==> config.mk <==
export PLATFORM = sky130hd
export DESIGN_NAME = seq_encoder_16to4
export DESIGN_NICKNAME = d
export VERILOG_FILES = /design/src/rtl/seq_encoder_16to4_pkg.sv /design/src/rtl/seq_encoder_16to4_ffs_encoder.sv /design/src/rtl/seq_encoder_16to4.sv
export SDC_FILE = /design/constraint.sdc
export NUM_CORES = 1
export LEC_CHECK = 0
export CAP_MARGIN = 20
export CORE_MARGIN = 4
export CORE_UTILIZATION = 40
export CTS_CLUSTER_DIAMETER = 40
export CTS_CLUSTER_SIZE = 14
export DETAILED_ROUTE_END_ITERATION = 12
export RECOVER_POWER = 100
export SLEW_MARGIN = 15
export SYNTH_ARGS = -nofsm -noshare
export SYNTH_HDL_FRONTEND = slang
export SYNTH_SLANG_ARGS = --single-unit
==> constraint.sdc <==
create_clock -name clk -period 15.1 [get_ports clk]
set_input_delay 3.02 -clock clk [delete_from_list [all_inputs] [get_ports clk]]
set_output_delay 3.02 -clock clk [all_outputs]
set_load 0.1 [all_outputs]
==> src/rtl/seq_encoder_16to4_pkg.sv <==
// Shared types and helpers for the sequential 16-to-4 line encoder.
// The helpers work on a fixed wide vector so that any WIDTH up to MAX_W can use them.
package seq_encoder_16to4_pkg;

  typedef enum logic [0:0] {
    IDLE = 1'b0,
    EMIT = 1'b1
  } state_t;

  localparam int unsigned MAX_W = 256;
  typedef logic [MAX_W-1:0] wide_t;

  function automatic int unsigned code_w(input int unsigned w);
    return (w <= 2) ? 1 : $clog2(w);
  endfunction

  function automatic int unsigned popcount(input wide_t v);
    int unsigned n;
    n = 0;
    for (int unsigned i = 0; i < MAX_W; i++) begin
      if (v[i]) n++;
    end
    return n;
  endfunction

  // Returns 0 for an all-zero vector; callers qualify with an any-set flag.
  function automatic int unsigned ffs(input wide_t v, input logic lsb_first);
    int unsigned idx;
    idx = 0;
    if (lsb_first) begin
      for (int unsigned i = MAX_W; i > 0; i--) begin
        if (v[i-1]) idx = i - 1;
      end
    end else begin
      for (int unsigned i = 0; i < MAX_W; i++) begin
        if (v[i]) idx = i;
      end
    end
    return idx;
  endfunction

endpackage

==> src/rtl/seq_encoder_16to4_ffs_encoder.sv <==
// Combinational WIDTH-line priority encoder with selectable search direction.
module ffs_encoder
  import seq_encoder_16to4_pkg::*;
#(
  parameter  int unsigned WIDTH  = 16,
  localparam int unsigned CODE_W = code_w(WIDTH)
) (
  input  logic [WIDTH-1:0]  word,
  input  logic              lsb_first,
  output logic [CODE_W-1:0] code,
  output logic              any
);

  always_comb begin
    code = CODE_W'(ffs(wide_t'(word), lsb_first));
    any  = |word;
  end

endmodule

==> src/rtl/seq_encoder_16to4.sv <==
// Sequential line-to-code encoder: accepts a request word, then emits the index
// of every set bit as one handshake beat each, flagging the final beat.
module seq_encoder_16to4
  import seq_encoder_16to4_pkg::*;
#(
  parameter  int unsigned WIDTH     = 16,
  parameter  bit          LSB_FIRST = 1'b1,
  localparam int unsigned CODE_W    = code_w(WIDTH)
) (
  input  logic              clk,
  input  logic              rst,
  input  logic              in_valid,
  output logic              in_ready,
  input  logic [WIDTH-1:0]  in_word,
  output logic              out_valid,
  input  logic              out_ready,
  output logic [CODE_W-1:0] out_code,
  output logic              out_last,
  output logic              out_none,
  output logic [CODE_W:0]   word_cnt
);

  state_t            state_q;
  logic              ready_q;
  logic              zero_q;
  logic [WIDTH-1:0]  pending_q;
  logic [CODE_W:0]   word_cnt_q;
  logic [CODE_W-1:0] enc_code;
  logic              enc_any;
  logic              emitting;
  logic              single;
  logic              last;
  logic [WIDTH-1:0]  emit_mask;

  ffs_encoder #(.WIDTH(WIDTH)) u_ffs (
    .word      (pending_q),
    .lsb_first (LSB_FIRST),
    .code      (enc_code),
    .any       (enc_any)
  );

  always_comb begin
    emitting  = (state_q == EMIT);
    single    = enc_any && ((pending_q & (pending_q - WIDTH'(1))) == '0);
    last      = emitting && (zero_q || single);
    emit_mask = WIDTH'(1) << enc_code;
  end

  // in_ready is a register so it stays low through the reset cycle.
  assign in_ready  = ready_q;
  assign out_valid = emitting;
  assign out_code  = emitting ? enc_code : '0;
  assign out_last  = last;
  assign out_none  = emitting && zero_q;
  assign word_cnt  = word_cnt_q;

  always_ff @(posedge clk) begin
    if (rst) begin
      state_q    <= IDLE;
      ready_q    <= 1'b0;
      zero_q     <= 1'b0;
      pending_q  <= '0;
      word_cnt_q <= '0;
    end else begin
      case (state_q)
        IDLE: begin
          ready_q <= 1'b1;
          if (in_valid && ready_q) begin
            pending_q  <= in_word;
            word_cnt_q <= (CODE_W+1)'(popcount(wide_t'(in_word)));
            zero_q     <= (in_word == '0);
            state_q    <= EMIT;
            ready_q    <= 1'b0;
          end
        end
        EMIT: begin
          if (out_ready) begin
            pending_q <= pending_q & ~emit_mask;
            if (last) begin
              state_q <= IDLE;
              ready_q <= 1'b1;
              zero_q  <= 1'b0;
            end
          end
        end
      endcase
    end
  end

  in_valid_known: assert property (@(posedge clk) disable iff (rst)
    (state_q == IDLE) |-> !$isunknown(in_valid));

endmodule

==> results of run 1 <==
critical path, delay by kind of cell:
family / cells / cell delay (ns)
AO/OA/AOI/OAI: 13 / 1.71
XOR/XNOR: 6 / 1.55
adder cells (fa/ha/maj): 8 / 2.48
buffers and inverters: 3 / 0.77
multiplexers: 5 / 1.14
AND/OR/NAND/NOR: 8 / 0.76
layout by cell type (no fill, tap or decap), drive strengths merged, types with 5 or more instances in the layout:
cell | Yosys | layout
nand2 | 51 | 51
nor2 | 46 | 46
xnor2 | 32 | 32
o21ai | 29 | 29
dfxtp | 24 | 24
nand3 | 24 | 24
a21oi | 20 | 20
xor2 | 20 | 20
inv | 19 | 19
a211oi | 17 | 17
ha | 17 | 17
dlygate4sd3 | 0 | 17
clkdlybuf4s50 | 0 | 15
nor3 | 12 | 12
mux2i | 8 | 8
a31oi | 7 | 7
or3 | 6 | 6
o211ai | 6 | 6
nor4 | 5 | 5
nor3b | 5 | 5
Yosys cell counts, drive strengths merged (2+ instances only):
master / count / area share
a221oi: 4 / 0.010
or2: 2 / 0.0036
clkbuf: 21 / 0.026
xor2: 20 / 0.074
a21boi: 2 / 0.0044
nor3: 12 / 0.019
a211oi: 17 / 0.037
o41ai: 2 / 0.0051
o311ai: 3 / 0.0098
o31a: 4 / 0.011
mux2i: 8 / 0.023
or4: 2 / 0.0044
nand2: 51 / 0.056
xor3: 3 / 0.023
nor2: 46 / 0.050
nand4: 2 / 0.0036
or3: 6 / 0.011
nor2b: 4 / 0.0073
o211ai: 6 / 0.015
a21oi: 20 / 0.029
a41oi: 2 / 0.0073
o22ai: 3 / 0.0055
dfxtp: 24 / 0.14
xnor2: 32 / 0.11
o31ai: 4 / 0.0087
and2: 4 / 0.0076
and3: 2 / 0.0036
buf: 6 / 0.014
o21ai: 29 / 0.043
nor3b: 5 / 0.012
ha: 17 / 0.062
mux2: 4 / 0.013
nand3b: 4 / 0.0087
maj3: 2 / 0.0058
nor4: 5 / 0.0091
inv: 19 / 0.021
nand3: 24 / 0.039
o21bai: 4 / 0.0087
a31oi: 7 / 0.013
per-layer routing:
layer	vias to the layer above	wire length, um	track usage
met5	-	0	0
li1	1615	-	-
met2	53	3850	0.272
met1	1464	3940	0.229
met4	0	17	0.0321
met3	2	236	0.00415
flip-flops by register name, summed over array words and instances (netlist names):
signal	flops
out_valid	1
zero_q	1
pending_q	16
in_ready	1
word_cnt	5
per-stage QoR:
stage               cell area (um^2)  utilization  cells  power (mW)
finish                          3760        0.453    559       0.679
global route                    3760        0.453    559       0.742
CTS                             3790        0.456    559       0.687
detailed placement              3720        0.448    555       0.627
global placement                3720        0.448    555       0.621
floorplan                       3440            -    446       0.542
cells by family after synthesis:
family	synth area share
AND/OR/NAND/NOR	0.242
AO/OA/AOI/OAI	0.228
XOR/XNOR	0.213
buffers and inverters	0.0732
flip-flops	0.140
adder cells (fa/ha/maj)	0.0677
multiplexers	0.0364
power by group through the flow:
stage	clock, mW	sequential, mW	combinational [mW]
after floorplan	0	0.104	0.438
after global placement	0	0.0860	0.535
after detailed placement	0	0.0862	0.541
after CTS	0.0579	0.0848	0.545
after global routing	0.0591	0.0867	0.596
final	0.0570	0.0847	0.537
path summary, 6_finish.rpt:
check,endpoint,slack (ns),depth (start not counted)
max,word_cnt[1],3.78,43
max reg2reg,in_ready,12.66,8
min reg2reg,word_cnt[1],0.47,2
min,word_cnt[1],0.47,2
layout make-up:
| class | instances | area (um^2) | share of cell area |
|---|---|---|---|
| sequential | 24 | 480 | 0.128 |
| clock buffer | 3 | 41.3 | 0.0110 |
| tap | 105 | 131 | 0.0349 |
| inverter | 19 | 71.3 | 0.0189 |
| timing repair buffer | 33 | 328 | 0.0871 |
| multi-input combinational | 374 | 2680 | 0.712 |
| clock inverter | 1 | 30.0 | 0.00798 |
==> reports/qor.csv, run 1 <==
stage;metric;value;unit
status;outcome;completed;
sta;finalWorstSetupSlack;3.78;ns
synthesis;netlist_area;3440;um^2
layout;syn_to_final_growth;9.50;%
route;drt_pass1_iterations;4;
placed_design;hpwlAfterDp;6.36;mm
global_route;grt_first_pass_wirelength;13.8;mm
route;wl_per_cell;14.4;um
sta;fin_crit;11.32;ns
route;drt_iter0_drc;138;
layout;diodes;0;
route;vias;3134;
sta;tightest_slew;0.982;ns
floorplan;die_w;101;um
sta;fin_skew;0.00499;ns
sta;rsz0062_at_grt;false;
clocking;post_cts_buffers;0;
power_and_ir_drop;intPower;335;uW
synthesis;synthFlopType;dfxtp_1;
synthesis;synth_seq_area_share;0.140;
power_and_ir_drop;clkPwrFrac;0.084;
power_and_ir_drop;power_leakage;1.39;nW
synthesis;yosys_warnings;0;
synthesis;syn_inst;446;
route;drc_errors;0;
route;wl;8.04;mm
power_and_ir_drop;switching_share;0.507;
worst_setup_path;cp_slowest_cell;dlygate4sd3_1;
clocking;clkTransAtPathRegs;0.09;ns
power_and_ir_drop;ir_worst_vdd;0.147;mV
worst_setup_path;endpoint_kind;register;
global_route;grt_max_degree;26;
power_and_ir_drop;pwr-share-comb;0.791;
sta;whs;0.470;ns
placed_design;io_buffers;32;
placed_design;place.gp.congestion;0.849;
clocking;ctsHtreeMaxLevel;1;
clocking;cts_tree;yes;
synthesis;async_flop_share;0;
worst_setup_path;start_kind;input port;
hold_path;hold_class;register to register;
synthesis;syn_nets;483;
sta;hold_viol;0;
worst_setup_path;cp_slowest_stage_delay;0.61;ns
route;ant_nets;0;
worst_setup_path;cpMostUsedCell;ha_1;
clocking;cts_buffer_depth;2;
clocking;cts_resized;0;
clocking;holdBufCountCts;0;
sta;finalCritPeriodShare;0.750;
synthesis;ys_seq_elements;24;
worst_setup_path;crit_start;in_word[0];
floorplan;die_y;101;um
sta;slew_viol_final;0;
job;cap_violations;0;
route;routed_via_density;5.61;
floorplan;dieArea;10100;um^2
power_and_ir_drop;netSwitchingPower;344;uW
global_route;overflow;0;
sta;fmax;88.3;MHz
synthesis;avgSynthCellArea;7.71;um^2
global_route;gr-usage-all-layers;0.161;
floorplan;pin_count;33;
floorplan;num_rows;33;
layout;drive_gt1_frac;0.0793;
power_and_ir_drop;pwr-share-seq;0.125;
worst_setup_path;r2r-start;pending_q[2];
global_route;antenna_found_initial;0;
worst_setup_path;worstSetupPathType;input port to register;
sta;slew-limit-headroom;0.343;
synthesis;synth_edf_count;0;
layout;nNetsFinal;492;
floorplan;start_util;0.414;
worst_setup_path;crit_arrival;11.45;ns
floorplan;core_area;8300;um^2
clocking;insertion_delay;0.27;ns
global_route;grt_pass1_vias;2897;
clocking;numCtsBuffers;3;
sta;finalSetupViolCount;0;
hold_path;min_from;word_cnt[1];
clocking;root_buffer;clkbuf_8;
clocking;cts_num_sinks;24;
placed_design;pre_cts_ws;3.88;ns
layout;fillCellCount;849;
worst_setup_path;cp.required;15.22;ns
power_and_ir_drop;p_per_area;180;nW/um^2
sta;finalSetupTns;0;ns
synthesis;synth_cell_type_count;73;
worst_setup_path;path_max_fanout;6;
Note: power is estimated with default switching activity, not from simulation.
==> inputs of run 2 (changes only) <==
==> constraint.sdc (replaced) <==
create_clock -name clk -period 10.3 [get_ports clk]
set_input_delay 2.06 -clock clk [delete_from_list [all_inputs] [get_ports clk]]
set_output_delay 2.06 -clock clk [all_outputs]
set_load 0.1 [all_outputs]
==> run 2 against run 1 <==
  * Sequential cell count unchanged
  * Routed wire length decreased by 0.21%
  * Clock skew increased by 0.0012 ns
  * Critical path depth unchanged
  * Cell count increased by 0.18%
  * Clock power increased by 47%
  * Largest cell class unchanged
==> reports/qor.csv, run 2 (synthesis results as in run 1) <==
stage;metric;value;unit;change
route;wl;8.02;mm;-0.21%
sta;slew_viol_final;0;;unchanged
power_and_ir_drop;ir_worst_vdd;0.190;mV;+30%
worst_setup_path;cp_slowest_stage_delay;0.53;ns;-0.08 ns
placed_design;place.gp.congestion;0.842;;-0.87%
hold_path;hold_class;register to register;;
placed_design;hpwlAfterDp;6.31;mm;-0.81%
power_and_ir_drop;netSwitchingPower;505;uW;+47%
layout;regMostFlops;pending_q;;
worst_setup_path;cp_slowest_cell;clkdlybuf4s50_1;;
layout;final_common_cell;nand2_1;;
route;drc_errors;0;;unchanged
power_and_ir_drop;p_per_area;264;nW/um^2;+46%
layout;final_cell_mix;nand2_1 (51), nor2_1 (46), o21ai_0 (27);;
worst_setup_path;r2r-start;pending_q[2];;
floorplan;start_util;0.414;;unchanged
global_route;gr-usage-all-layers;0.161;;-0.000162
global_route;antenna_found_initial;0;;unchanged
power_and_ir_drop;pwr-share-seq;0.125;;about the same
layout;largest_reg_flops;16;;unchanged
route;drt_iter0_drc;111;;-20%
layout;diodes;0;;unchanged
hold_path;min_from;word_cnt[1];;
sta;slew-limit-headroom;0.340;;-0.00339
worst_setup_path;start_kind;input port;;
route;vias;3090;;-1.4%
hold_path;min_to;word_cnt[1];;
layout;drive_gt1_frac;0.0857;;+0.00642
job;cap_violations;0;;unchanged
status;outcome;completed;;
hold_path;hold_depth;2;;unchanged
sta;hold_viol;0;;unchanged
worst_setup_path;rr_worst_depth;8;;unchanged
power_and_ir_drop;intPower;493;uW;+47%
floorplan;dieArea;10100;um^2;unchanged
clocking;ctsHtreeMaxLevel;1;;unchanged
power_and_ir_drop;power_leakage;1.39;nW;+0.19%
layout;multiInputGateArea;2700;um^2;+0.65%
layout;fin_util;0.457;;+0.00301
global_route;overflow;0;;unchanged
route;wl_per_cell;14.3;um;-0.39%
worst_setup_path;rrSetupSlack;7.87;ns;-4.79 ns
power_and_ir_drop;clkPwrFrac;0.084;;about the same
global_route;grt_pass1_vias;2834;;-2.2%
clocking;cts_tree;yes;;
clocking;cts_buffer_depth;2;;unchanged
worst_setup_path;worstSetupPathType;input port to register;;
floorplan;num_rows;33;;unchanged
route;drt_pass1_iterations;6;;+2
layout;syn_to_final_growth;10.2;%;
floorplan;core_area;8300;um^2;unchanged
global_route;grt_max_degree;26;;unchanged
route;ant_nets;0;;unchanged
clocking;insertion_delay;0.27;ns;about the same
sta;rsz0062_at_grt;false;;
worst_setup_path;endpoint_kind;register;;
sta;fin_crit;9.58;ns;
sta;finalCritPeriodShare;0.930;;
sta;finalSetupTns;0;ns;unchanged
floorplan;pin_count;33;;unchanged
layout;seqCellArea;480;um^2;unchanged
placed_design;io_buffers;32;;unchanged
global_route;grt_first_pass_wirelength;13.8;mm;-0.10%
power_and_ir_drop;power;999;uW;+47%
floorplan;die_w;101;um;unchanged
worst_setup_path;path_max_fanout;6;;unchanged
worst_setup_path;r2r-end;in_ready;;
worst_setup_path;cpMostUsedCell;ha_1;;
worst_setup_path;cp.required;10.43;ns;-4.79 ns
layout;nNetsFinal;493;;+0.20%
worst_setup_path;crit_arrival;9.71;ns;-1.74 ns
clocking;cts_num_sinks;24;;unchanged
floorplan;die_y;101;um;unchanged
power_and_ir_drop;switching_share;0.506;;-0.000656
route;routed_via_density;5.52;;-1.6%
clocking;clkTransAtPathRegs;0.09;ns;about the same
sta;tightest_slew;0.987;ns;+0.00507 ns
clocking;post_cts_buffers;0;;unchanged
clocking;root_buffer;clkbuf_8;;
sta;finalSetupViolCount;0;;unchanged
power_and_ir_drop;pwr-share-comb;0.791;;about the same
sta;fmax;104;MHz;
sta;fin_skew;0.00620;ns;+0.00121 ns
layout;fillCellCount;815;;-4.0%
clocking;numCtsBuffers;3;;unchanged
run 2: area by class of cell:
| class | instances | area share |
|---|---|---|
| inverter | 19 | 0.0188 |
| multi-input combinational | 374 | 0.712 |
| sequential | 24 | 0.127 |
| clock inverter | 1 | 0.00793 |
| clock buffer | 3 | 0.0109 |
| timing repair buffer | 34 | 0.0885 |
| tap | 105 | 0.0347 |
run 2: power by group through the flow:
stage	sequential (mW)	clock, mW	combinational [mW]
3_3_place_gp	0.126	0	0.784
6_report	0.124	0.0837	0.790
3_5_place_dp	0.127	0	0.798
4_1_cts	0.124	0.0857	0.803
2_1_floorplan	0.153	0	0.642
5_1_grt	0.128	0.0886	0.882
run 2: stage by stage:
| stage | hold slack, ns | setup slack, ns | area [um^2] | std cells |
|---|---|---|---|---|
| floorplan | 0.451 | 1.53 | 3440 | 446 |
| global placement | 0.462 | 0.469 | 3720 | 556 |
| detailed placement | 0.469 | 0.179 | 3720 | 556 |
| CTS | 0.481 | 0.478 | 3790 | 560 |
| global route | 0.529 | 0.0584 | 3790 | 560 |
| finish | 0.475 | 0.716 | 3790 | 560 |
run 2: worst max-delay path, delay by kind of cell:
kind,cells,cell delay [ns]
compound gates,13,1.55
simple gates,8,0.78
mux,5,1.06
fa+ha+maj,8,2.37
xor+xnor,6,1.20
buf+inv,3,0.68
run 2: per-layer routing:
layer  up-vias  routed length (um)  global-route usage
met2        62                3770               0.269
met5         -                   0                   0
met1      1411                3950               0.227
li1       1610                   -                   -
met3         7                 212             0.00484
met4         0                  87              0.0394
run 2: how the worst max path moves through the flow:
| stage | to | slack (ns) | startpoint |
|---|---|---|---|
| final | word_cnt[1] | 0.72 | in_word[1] |
| after global placement | word_cnt[1] | 0.47 | in_word[0] |
| after detailed placement | word_cnt[1] | 0.18 | in_word[0] |
| after CTS | word_cnt[1] | 0.48 | in_word[0] |
| after floorplan | word_cnt[1] | 1.53 | in_word[0] |
| after global routing | word_cnt[1] | 0.06 | in_word[2] |
run 2: timing repair:
item	CTS	global route
resized for setup	0	3
hold buffers	0	0
setup endpoints to repair	0	3
==> inputs of run 3 (changes only) <==
--- a/config.mk
+++ b/config.mk
@@ -11,7 +11,9 @@
 export CTS_CLUSTER_DIAMETER = 40
 export CTS_CLUSTER_SIZE = 14
 export DETAILED_ROUTE_END_ITERATION = 12
+export MAX_ROUTING_LAYER = met4
 export RECOVER_POWER = 100
+export SKIP_LAST_GASP = 1
 export SLEW_MARGIN = 15
 export SYNTH_ARGS = -nofsm -noshare
 export SYNTH_HDL_FRONTEND = slang
==> run 3 against run 2 <==
  * Worst hold slack got worse by 0.0013 ns
  * Combinational power about the same
  * Critical path type unchanged
  * Non-clock buffer count unchanged
  * Worst setup slack improved by 0.0028 ns
  * Sequential share of layout area unchanged
  * Cell count unchanged
  * Largest cell class unchanged
  * Critical endpoint unchanged
==> reports/qor.csv, run 3 (synthesis results as in run 1) <==
stage;metric;value;unit;change
clocking;insertion_delay;0.27;ns;about the same
layout;nNetsFinal;493;;unchanged
sta;hold_viol;0;;unchanged
global_route;gr-usage-all-layers;0.165;;+0.00463
floorplan;core_area;8300;um^2;unchanged
sta;slew-limit-headroom;0.340;;about the same
sta;finalSetupTns;0;ns;unchanged
global_route;overflow;0;;unchanged
floorplan;die_w;101;um;unchanged
power_and_ir_drop;power_leakage;1.39;nW;unchanged
route;vias;3058;;-1.0%
sta;fin_crit;9.58;ns;-0.00277 ns
route;dr_wl_met3;137;um;-35%
route;drc_errors;0;;unchanged
sta;slew_viol_final;0;;unchanged
route;dr_wl_met2;3.80;mm;+0.72%
worst_setup_path;crit_arrival;9.71;ns;about the same
layout;diodes;0;;unchanged
layout;fillCellCount;815;;unchanged
layout;drive_gt1_frac;0.0857;;unchanged
clocking;holdBufCountCts;0;;unchanged
global_route;grt_max_degree;26;;unchanged
layout;final_common_cell;nand2_1;;
floorplan;dieArea;10100;um^2;unchanged
power_and_ir_drop;p_per_area;264;nW/um^2;about the same
placed_design;place.gp.congestion;0.855;;+1.5%
floorplan;pin_count;33;;unchanged
route;drt-met1-wl;3.96;mm;+0.30%
layout;regMostFlops;pending_q;;
worst_setup_path;cpMostUsedCell;ha_1;;
clocking;clkTransAtPathRegs;0.09;ns;about the same
global_route;grt_first_pass_wirelength;13.7;mm;about the same
layout;largest_reg_flops;16;;unchanged
layout;final_cells;560;;unchanged
floorplan;num_rows;33;;unchanged
global_route;grt_pass1_vias;2834;;unchanged
layout;syn_to_final_growth;10.2;%;unchanged
layout;final_cell_mix;nand2_1 (51), nor2_1 (46), o21ai_0 (27);;
hold_path;hold_class;register to register;;
route;ant_nets;0;;unchanged
worst_setup_path;cp.required;10.43;ns;about the same
clocking;root_buffer;clkbuf_8;;
route;drt_pass1_iterations;4;;-2
route;top_layer;met4;;
floorplan;start_util;0.414;;unchanged
clocking;cts_num_sinks;24;;unchanged
sta;finalSetupViolCount;0;;unchanged
sta;whs;0.474;ns;-0.00135 ns
worst_setup_path;cp_slowest_stage_delay;0.53;ns;about the same
clocking;cts_buffer_depth;2;;unchanged
sta;rsz0062_at_grt;false;;
placed_design;io_buffers;32;;unchanged
sta;fin_skew;0.00552;ns;-0.000680 ns
worst_setup_path;path_max_fanout;6;;unchanged
clocking;numCtsBuffers;3;;unchanged
clocking;ctsHtreeMaxLevel;1;;unchanged
clocking;cts_tree;yes;;
status;outcome;completed;;
layout;seqCellArea;480;um^2;unchanged
job;cap_violations;0;;unchanged
sta;fmax;104;MHz;about the same
worst_setup_path;endpoint_kind;register;;
worst_setup_path;start_kind;input port;;
placed_design;hpwlAfterDp;6.31;mm;unchanged
route;wl_per_cell;14.3;um;-0.21%
worst_setup_path;cp_slowest_cell;clkdlybuf4s50_1;;
layout;multiInputGateArea;2700;um^2;unchanged
sta;finalCritPeriodShare;0.930;;about the same
power_and_ir_drop;ir_worst_vdd;0.190;mV;about the same
floorplan;die_y;101;um;unchanged
sta;tightest_slew;0.987;ns;+0.000116 ns
route;drt_iter0_drc;118;;+6.3%
global_route;antenna_found_initial;0;;unchanged
worst_setup_path;worstSetupPathType;input port to register;;
route;routed_via_density;5.46;;-1.0%
route;wl;8.01;mm;-0.21%
placed_design;dp.cells;556;;unchanged
==> run 3: critical path, delay by kind of cell <==
kind / cells / cell delay, ns
simple gates: 8 / 0.77
buf+inv: 3 / 0.68
mux: 5 / 1.06
fa+ha+maj: 8 / 2.36
xor+xnor: 6 / 1.20
compound gates: 13 / 1.56
==> run 3: worst paths after layout <==
check                                  start           to  slack [ns]  cells past startpoint
worst min-delay path             word_cnt[1]  word_cnt[1]        0.47                      2
worst min register to register   word_cnt[1]  word_cnt[1]        0.47                      2
worst max-delay path              in_word[0]  word_cnt[1]        0.72                     43
worst max register to register  pending_q[2]     in_ready        7.87                      8
==> run 3: per-layer routing <==
| layer | vias up | global-route usage |
|---|---|---|
| li1 | 1606 | - |
| met1 | 1414 | 0.228 |
| met2 | 30 | 0.269 |
| met3 | 8 | 0.00415 |
| met4 | 0 | 0.0394 |
| met5 | - | - |
==> run 3: what timing repair did <==
action | CTS | global route
endpoints found under the setup margin | 0 | 3
buffers inserted | 0 | 0
gates resized for setup | 0 | 3
==> run 3: cell type report <==
type,instances,area share
Multi-Input combinational cell,374,0.712
Sequential cell,24,0.127
Timing Repair Buffer,34,0.0885
Tap cell,105,0.0347
Inverter,19,0.0188
Clock buffer,3,0.0109
Clock inverter,1,0.00793
==> run 3: per-stage QoR <==
step	area, um^2	setup slack (ns)	util	total power [mW]
after floorplan	3440	1.53	-	0.795
after global placement	3720	0.469	0.449	0.910
after detailed placement	3720	0.179	0.449	0.925
after CTS	3790	0.478	0.457	1.01
after global routing	3790	0.0584	0.457	1.10
final	3790	0.719	0.457	0.999
==> run 3: where the power goes <==
| group | total [mW] | switching (mW) | internal, mW |
|---|---|---|---|
| clock network | 0.0836 | 0.0315 | 0.0520 |
| logic | 0.791 | 0.455 | 0.336 |
| registers | 0.124 | 0.0190 | 0.105 |
| total | 0.999 | 0.506 | 0.493 |
